File: config.mk
export PLATFORM = sky130hd
export DESIGN_NAME = fifo_wr_arbiter
export DESIGN_NICKNAME = d
export VERILOG_FILES = /design/src/rtl/fifo_arb_pkg.sv /design/src/rtl/fifo_wr_arbiter_rr_pick.sv /design/src/rtl/fifo_wr_arbiter.sv
export SDC_FILE = /design/constraint.sdc
export NUM_CORES = 1
export LEC_CHECK = 0
export CAP_MARGIN = 20
export CORE_MARGIN = 3
export CORE_UTILIZATION = 30
export DETAILED_ROUTE_END_ITERATION = 7
export HOLD_SLACK_MARGIN = 0.02
export MAX_ROUTING_LAYER = met4
export PLACE_DENSITY_LB_ADDON = 0.1
export SETUP_SLACK_MARGIN = 0.4
export SLEW_MARGIN = 40
export SYNTH_ARGS = -nofsm -noshare
export SYNTH_HDL_FRONTEND = slang
export SYNTH_SLANG_ARGS = --single-unit
File: constraint.sdc
create_clock -name clk -period 5.68 [get_ports clk]
set_clock_uncertainty 0.05 [all_clocks]
set_input_delay 0.568 -clock clk [delete_from_list [all_inputs] [get_ports clk]]
set_output_delay 0.568 -clock clk [all_outputs]
set_load 0.01 [all_outputs]
File: src/rtl/fifo_arb_pkg.sv
// Shared definitions for the FIFO write-port arbiter: lock-FSM encoding and
// the default field layout of a FIFO word {last, id, payload}.
package fifo_arb_pkg;

  typedef enum logic {
    ST_IDLE   = 1'b0,
    ST_LOCKED = 1'b1
  } arb_state_e;

  localparam int DEF_DATA_WIDTH = 32;
  localparam int DEF_ID_WIDTH   = 2;

  localparam int DATA_LSB = 0;
  localparam int ID_LSB   = DATA_LSB + DEF_DATA_WIDTH;
  localparam int LAST_BIT = ID_LSB + DEF_ID_WIDTH;

endpackage

File: src/rtl/fifo_wr_arbiter_rr_pick.sv
// Rotating-priority encoder: returns the first requester at or after ptr
// (modulo NUM_REQ) whose request bit is set.
module rr_pick #(
  parameter int NUM_REQ  = 4,
  parameter int ID_WIDTH = 2
) (
  input  logic [NUM_REQ-1:0]  req,
  input  logic [ID_WIDTH-1:0] ptr,
  output logic [ID_WIDTH-1:0] winner,
  output logic                any_valid
);

  logic [ID_WIDTH-1:0] idx_s;

  // Scan from the farthest offset back to ptr so the nearest hit is kept last.
  always_comb begin
    winner    = '0;
    any_valid = 1'b0;
    idx_s     = '0;
    for (int i = NUM_REQ - 1; i >= 0; i--) begin
      idx_s = ptr + ID_WIDTH'(i);
      if (req[idx_s]) begin
        winner    = idx_s;
        any_valid = 1'b1;
      end else begin
        winner    = winner;
        any_valid = any_valid;
      end
    end
  end

endmodule

File: src/rtl/fifo_wr_arbiter.sv
// Round-robin, packet-locking arbiter sharing one sync_fifo write port
// between NUM_REQ requesters; words are tagged {last, id, payload}.
module fifo_wr_arbiter
  import fifo_arb_pkg::*;
#(
  parameter int NUM_REQ     = 4,
  parameter int ID_WIDTH    = 2,
  parameter int DATA_WIDTH  = 32,
  parameter int FIFO_WIDTH  = 1 + ID_WIDTH + DATA_WIDTH,
  parameter int STALL_CNT_W = 16
) (
  input  logic                          clk,
  input  logic                          rst_n,
  input  logic [NUM_REQ-1:0]            req_valid,
  input  logic [NUM_REQ-1:0]            req_last,
  input  logic [NUM_REQ*DATA_WIDTH-1:0] req_data,
  output logic [NUM_REQ-1:0]            req_ready,
  input  logic                          fifo_full,
  output logic                          fifo_write_en,
  output logic [FIFO_WIDTH-1:0]         fifo_write_data,
  output logic                          locked,
  output logic [ID_WIDTH-1:0]           owner_id,
  output logic [STALL_CNT_W-1:0]        stall_cnt
);

  arb_state_e              state_r;
  logic [ID_WIDTH-1:0]     owner_r;
  logic [ID_WIDTH-1:0]     rr_ptr_r;
  logic [STALL_CNT_W-1:0]  stall_r;

  logic [ID_WIDTH-1:0]     winner_s;
  logic                    any_valid_s;
  logic [ID_WIDTH-1:0]     grant_s;
  logic                    grant_ok_s;
  logic [NUM_REQ-1:0]      ready_s;
  logic                    xfer_s;
  logic                    last_s;
  logic [DATA_WIDTH-1:0]   data_arr_s [NUM_REQ];

  for (genvar g = 0; g < NUM_REQ; g++) begin : g_unpack
    assign data_arr_s[g] = req_data[g*DATA_WIDTH +: DATA_WIDTH];
  end

  rr_pick #(
    .NUM_REQ  (NUM_REQ),
    .ID_WIDTH (ID_WIDTH)
  ) u_rr_pick (
    .req       (req_valid),
    .ptr       (rr_ptr_r),
    .winner    (winner_s),
    .any_valid (any_valid_s)
  );

  // Grant selection: a locked owner keeps the port even while its valid is low.
  always_comb begin
    grant_s    = winner_s;
    grant_ok_s = any_valid_s;
    ready_s    = '0;
    if (state_r == ST_LOCKED) begin
      grant_s    = owner_r;
      grant_ok_s = 1'b1;
    end else begin
      grant_s    = winner_s;
      grant_ok_s = any_valid_s;
    end
    if (grant_ok_s && !fifo_full) begin
      ready_s[grant_s] = 1'b1;
    end else begin
      ready_s = '0;
    end
  end

  assign xfer_s          = |(req_valid & ready_s);
  assign last_s          = req_last[grant_s];
  assign req_ready       = ready_s;
  assign fifo_write_en   = xfer_s;
  assign fifo_write_data = {last_s, grant_s, data_arr_s[grant_s]};
  assign locked          = (state_r == ST_LOCKED);
  assign owner_id        = owner_r;
  assign stall_cnt       = stall_r;

  // Lock FSM: tracks packet ownership and advances the round-robin pointer.
  always_ff @(posedge clk or negedge rst_n) begin
    if (!rst_n) begin
      state_r  <= ST_IDLE;
      owner_r  <= '0;
      rr_ptr_r <= '0;
    end else begin
      case (state_r)
        ST_IDLE: begin
          if (xfer_s) begin
            owner_r <= winner_s;
            if (last_s) begin
              rr_ptr_r <= winner_s + ID_WIDTH'(1);
            end else begin
              state_r <= ST_LOCKED;
            end
          end
        end
        ST_LOCKED: begin
          if (xfer_s && last_s) begin
            state_r  <= ST_IDLE;
            rr_ptr_r <= owner_r + ID_WIDTH'(1);
          end
        end
        default: begin
          state_r <= ST_IDLE;
        end
      endcase
    end
  end

  // Saturating count of cycles where a requester is held off by a full FIFO.
  always_ff @(posedge clk or negedge rst_n) begin
    if (!rst_n) begin
      stall_r <= '0;
    end else if ((|req_valid) && fifo_full && (stall_r != {STALL_CNT_W{1'b1}})) begin
      stall_r <= stall_r + STALL_CNT_W'(1);
    end
  end

endmodule

==> summary.md <==
| Metric | Value |
|---|---|
| Outcome | `completed` |
| Die Span Y | `roughly 90 um` |
| Setup slack, reg-to-reg | `3.00 ns` |
| Startpoint types | `input pin` |
| Synth warnings | `0` |
| Initial antenna violation count | `0` |
| Clk pwr share | `roughly 5.2%` |
| Vias after detailed routing | `2,865` |
| Vias in the first global route | `roughly 2,900` |
| Synth cell types | `44` |
| DR pass1 iterations | `4` |
| Comb pwr share | `82.3%` |
| WL final | `9030 um` |
| Crit path from | `req_valid[0]` |
| Yosys top cell by area | `dfrtp_1` |
| Final Cell Area | `4220 um^2` |
| Sw Share | `46.7%` |
| Die Wd | `90.8 um` |
| Port-buffer cells | `about 200` |
| RR Startpoint | `rr_ptr_r[1]` |
| Setup repair bufs after CTS | `0` |
| Sequential-to-total area share from yosys stat | `24.4%` |
| WL per Instance | `between 15 and 20 um` |
| CP arrival | `~3.6 ns` |
| Final min period | `4.21 ns` |
| Reg-to-Reg End | `rr_ptr_r[1]` |
| GRT Residual Overflow | `0` |
| Post_cts resized | `0` |
| Fill cells | `624` |
| Clock tree buffer depth | `2` |
| Layout cell share with drive strength beyond 1 | `under 10%` |
| Worst-Skew Late Latency | `0.27 ns` |
| Drt drc | `0` |
| Top FF cell, synth | `dfrtp_1` |
| Post-placement cell area | `between 4000 and 5000 um^2` |
| Avg Cell Area, Syn | `7.41 um^2` |
| Share of the synthesized area in the top cell type | `24.4%` |
| Pwr dens | `466 nW/um^2` |
| CP Class | `in -> out` |
| Most frequent cell after synthesis | `nand2_1` |
| Hold Vio Cnt, Final | `0` |
| Top cells by area, synth | `dfrtp_1, nand2_1, a211oi_1, a31oi_1, and2_0` |
| DIE AREA | `approximately 8200 um^2` |
| CTS Hold Bufs | `0` |
| GRT Total Usage | `21.5%` |
| RSZ-0062 raised after global routing | `no` |
| Max-cap violations | `0` |
| Mapped Area | `2160 um^2` |
| Reg2reg path depth | `8` |
| Internal Pwr Total | `1050 uW` |
| Slew margin rel. | `a little under half` |
| Flop pwr share | `12.5%` |
| Synthesized instance count | `just under 300` |
| Worst-margin pin slew | `about 0.8 ns` |
| FMAX | `approximately 0.24 GHz` |
| Tcrit/Tclk final | `74.1%` |
| Vias per cell | `~5` |
| # setup viols final | `0` |
| Nets@finish | `613` |
| Routability cong. | `0.857` |
| Post-synth top cells | `nand2_1, a31oi_1, a211oi_1` |
| I/O pin count | `198` |
| Leakage power total | `around 0.0016 uW` |
| Critical Path End Type | `output pin` |
| TritonCTS Sinks | `21` |
| # rows | `30` |
| Maximum vdd drop | `approximately 260 uV` |
| First-pass GRT wire length | `14,200 um` |
| H-tree levels | `1` |
| FF/Latch Area | `526 um^2` |
| CTS tree | `built` |
| Post-synth net total | `431` |
| Largest net degree at the start of global routing | `between 70 and 80` |
| Async SR Flop Fraction | `between 90% and 100%` |
| EDFF count, synth | `0` |
| Area of the multi-input gates | `1510 um^2` |
| Fin Setup TNS | `0 ns` |
| Core area | `6870 um^2` |
| Layout area overhead | `95.6%` |
| Worst Path Required | `5.06 ns` |
| Initial core utilization | `between 30% and 40%` |
| Clock transition at path regs | `~0.080 ns` |
| # diodes | `0` |
| Sw power | `918 uW` |
| Hold WC Path Type | `in -> async` |
| Antenna Nets Post-Route | `0` |
| HPWL after detailed placement | `7190 um` |
| Fin. max-slew vios | `0` |
| Clock buffer count from CTS | `3` |
| Initial detailed-routing violation count | `89` |
| Critical-path maximum fanout | `51` |
| Synthesis-stage register bit count | `21` |
| Root Buffer | `clkbuf_8` |
state kept, by name, indices dropped and copies added, names as in the netlist, named ones only:
signal and cells:
rr_ptr_r 2, stall_cnt 16, owner_id 2
kinds of logic after synthesis:
group,Yosys count,share of synthesized area (%)
multiplexers,6,3.08
flip-flops,21,24.4
XOR/XNOR,15,6.09
AND/OR/NAND/NOR,135,30.1
adder cells (fa/ha/maj),1,0.580
buffers and inverters,28,5.75
AO/OA/AOI/OAI,85,30.0
metrics by stage:
step	instances	power, uW	util, %	setup WS (ns)	hold WS [ns]
global placement	564	1860	60.7	1.63	0.428
finish	568	1970	61.4	1.47	0.195
floorplan	291	1120	-	3.12	0.222
global route	568	2130	61.4	1.28	0.232
detailed placement	564	1870	60.7	1.58	0.434
CTS	568	1990	61.4	1.55	0.210
power groups by stage:
stage	sequential [uW]	clock [uW]	combinational, uW
5_1_grt	257	112	1760
6_report	246	103	1620
4_1_cts	247	107	1640
3_5_place_dp	249	0	1620
2_1_floorplan	251	0	867
3_3_place_gp	247	0	1610
layout by cell type, fill, tap and decap left out, types with 2 or more instances in the layout:
master / n
o21ai_1: 3
nor3_1: 2
nand2_1: 77
nor2_1: 2
a211oi_1: 32
a31oi_1: 33
inv_2: 3
clkdlybuf4s50_1: 196
xnor2_1: 12
dfrtp_1: 21
xor2_1: 3
and3_1: 7
and2_1: 10
a21o_1: 2
buf_4: 3
mux2i_1: 4
o21ai_4: 2
a21oi_1: 2
nand3_1: 3
nor3b_1: 2
nand4_1: 4
clkbuf_8: 3
and2_0: 24
how the worst max path moves through the flow:
stage / cells past startpoint / slack (ns) / to
floorplan: 7 / 3.12 / fifo_write_data[10]
global placement: 8 / 1.63 / fifo_write_data[2]
detailed placement: 8 / 1.58 / fifo_write_data[19]
CTS: 8 / 1.55 / fifo_write_data[2]
global route: 9 / 1.28 / fifo_write_data[13]
finish: 9 / 1.47 / fifo_write_data[13]
critical path, cell delays in order:
cell	delay, ns
clkdlybuf4s50_1	0.59
o211ai_1	0.14
a21o_1	0.24
a21oi_4	0.16
clkinv_2	0.52
buf_4	0.45
a211oi_1	0.29
a31oi_1	0.07
clkdlybuf4s50_1	0.54
metal layers:
metal	global-route usage, %	part of all wire [%]	wire (um)
met5	-	0	0
met4	7.29	2.5	225
met3	5.75	7.5	681
met2	38.3	52	4660
met1	23.1	38	3460
final cells by class:
class	count	area share, %
Tap cell	96	2.85
Clock inverter	1	0.178
Clock buffer	3	0.979
Inverter	5	0.475
Timing Repair Buffer	200	47.2
Multi-Input combinational cell	242	35.9
Sequential cell	21	12.5
Power figures use the tool's default switching activity.
==> RTL edit, RTL diff (same flow settings) <==
`NUM_REQ` is set to 4 in 2 places; all go to 2.
--- a/src/rtl/fifo_wr_arbiter_rr_pick.sv
+++ b/src/rtl/fifo_wr_arbiter_rr_pick.sv
@@ -2,5 +2,5 @@
 // (modulo NUM_REQ) whose request bit is set.
 module rr_pick #(
-  parameter int NUM_REQ  = 4,
+  parameter int NUM_REQ  = 2,
   parameter int ID_WIDTH = 2
 ) (
--- a/src/rtl/fifo_wr_arbiter.sv
+++ b/src/rtl/fifo_wr_arbiter.sv
@@ -4,5 +4,5 @@
   import fifo_arb_pkg::*;
 #(
-  parameter int NUM_REQ     = 4,
+  parameter int NUM_REQ     = 2,
   parameter int ID_WIDTH    = 2,
   parameter int DATA_WIDTH  = 32,
Ports: changed (resized req_data, req_last, req_ready and req_valid); port bits go from 198 to 128. The function was not compared with the original's and may differ.
==> RTL edit against the unedited design <==
  * Cell area is 31% lower
  * Total power fell by 46%
  * Highest routed layer unchanged
  * Final cell count shrank 27%
  * Sequential cell count is the same
  * Synthesized area shrank 28%
  * Combinational power fell by 56%
  * Count of clock-buffer cells in the layout did not move
  * Worst setup slack improved by 0.26 ns
  * Critical path type unchanged
  * Wire length shrank 36%
==> RTL edit: results (changes against the unedited design) <==
| Metric | Value |
|---|---|
| Outcome | finished, final reports clean |
| Vias | 1,855 (-35%) |
| Share of the yosys chip area belonging to registers | 33.76% (+9.4 points) |
| Share of the synthesized area in compound gates (AO/OA/AOI/OAI) | 8.441% (-22 points) |
| Critical path arrival | 3.33 ns (-0.26 ns) |
| Count of buffers inserted at the top-level ports | 127 (-36%) |
| Peak fanout along the critical path | 36 (-29%) |
| Wire length of the first global-routing pass | 9522 um (-33%) |
| Count of different cell masters after synthesis | 37 (-16%) |
| Post-layout nets | 420 (-31%) |
| Commonest cells in the netlist | sky130_fd_sc_hd__nand2_1 (113), sky130_fd_sc_hd__dfrtp_1 (21), sky130_fd_sc_hd__nor2_1 (10) |
| Net count of the mapped netlist | 295 (-32%) |
| Gr usage total | 19.69% (-1.8 points) |
| Static leakage | 0.001310 uW (-18%) |
| Sum of net half-perimeters after detailed placement | 4539 um (-37%) |
| Count of routing violations after the opening detailed-route iteration | 62 (-30%) |
| Final estimated routing congestion in global placement | 0.8343 (-2.7%) |
| Share of cell area taken by muxes after synthesis | 4.180% (+1.1 points) |
| Fraction of the mapped netlist area in adder cells | 1.608% (+1.0 points) |
| Fraction of layout instances using a drive strength above 1 | 4.046% (-0.40 points) |
| Peak ir drop on the vdd network | 0.3571 mV (+36%) |
| Xor and xnor area share after synthesis | 5.627% (-0.47 points) |
| Syn. warnings | 0 (unchanged) |
| Reg2reg setup slack | 2.95 ns (-0.05 ns) |
| Terminus of the critical flop-to-flop path | rr_ptr_r[1]$_DFFE_PN0P_ |
| Pin count of the biggest net entering global routing | 37 (-52%) |
| Vias in the first global route | 1,787 (-38%) |
[RTL edit: worst max-delay path: stages]
cell                              delay, ns
sky130_fd_sc_hd__clkdlybuf4s50_1       0.50
sky130_fd_sc_hd__nor2b_1               0.20
sky130_fd_sc_hd__a22o_1                0.20
sky130_fd_sc_hd__buf_4                 0.24
sky130_fd_sc_hd__inv_1                 0.08
sky130_fd_sc_hd__buf_4                 0.31
sky130_fd_sc_hd__ha_1                  0.22
sky130_fd_sc_hd__nand2_1               0.07
sky130_fd_sc_hd__a31o_2                0.30
sky130_fd_sc_hd__inv_1                 0.08
sky130_fd_sc_hd__clkdlybuf4s50_1       0.54
[RTL edit: logic make-up after synthesis]
kind of cell | Yosys count
and+or+nand+nor | 148
DFF | 21
AOI/OAI and AO/OA | 20
buffers and inverters | 15
xor gates and xnor gates | 10
muxes | 6
adders and majority gates | 2
[RTL edit: metal layers]
metal	up-vias	part of all wire, %	wire [um]	global-route usage [%]
li1	970	-	-	-
met4	0	0.30	17	2.622
met3	2	6.7	386	4.358
met5	-	0	0	-
met1	814	42	2421	24.86
met2	69	51	2921	33.30
[RTL edit: per-stage QoR]
step | area [um^2] | total power, uW | instances | worst slack (ns) | hold WS (ns)
after floorplan | 1556 | 583.6 | 222 | 3.145 | 0.2224
after global placement | 2873 | 964.7 | 409 | 1.759 | 0.4502
after detailed placement | 2868 | 967.9 | 409 | 1.709 | 0.4584
after CTS | 2914 | 1073 | 413 | 1.698 | 0.2237
after global routing | 2914 | 1153 | 413 | 1.489 | 0.2411
final | 2914 | 1059 | 413 | 1.733 | 0.2048
[RTL edit: layout make-up]
class	count	area (um^2)
Fill cell	458	1966
Clock inverter	1	5.005
Clock buffer	3	41.29
Tap cell	67	83.83
Sequential cell	21	525.5
Inverter	6	22.52
Multi-Input combinational cell	186	954.7
Timing Repair Buffer	129	1281
[RTL edit: worst max-delay path by stage]
stage / start / end / depth (start not counted)
2_1_floorplan: req_valid[1] / fifo_write_en / 9
3_3_place_gp: req_valid[1] / fifo_write_en / 11
3_5_place_dp: req_valid[1] / fifo_write_en / 11
4_1_cts: req_valid[1] / fifo_write_en / 11
5_1_grt: req_valid[1] / fifo_write_en / 11
6_report: req_valid[1] / fifo_write_en / 11
[RTL edit: report_power, final]
part / switching (uW) / internal [uW] / total, uW / leakage, uW
sequential: 59.3 / 189 / 249 / 0.000272
combinational: 321 / 390 / 711 / 0.00101
clock: 50.6 / 48.9 / 99.5 / 0.0000255
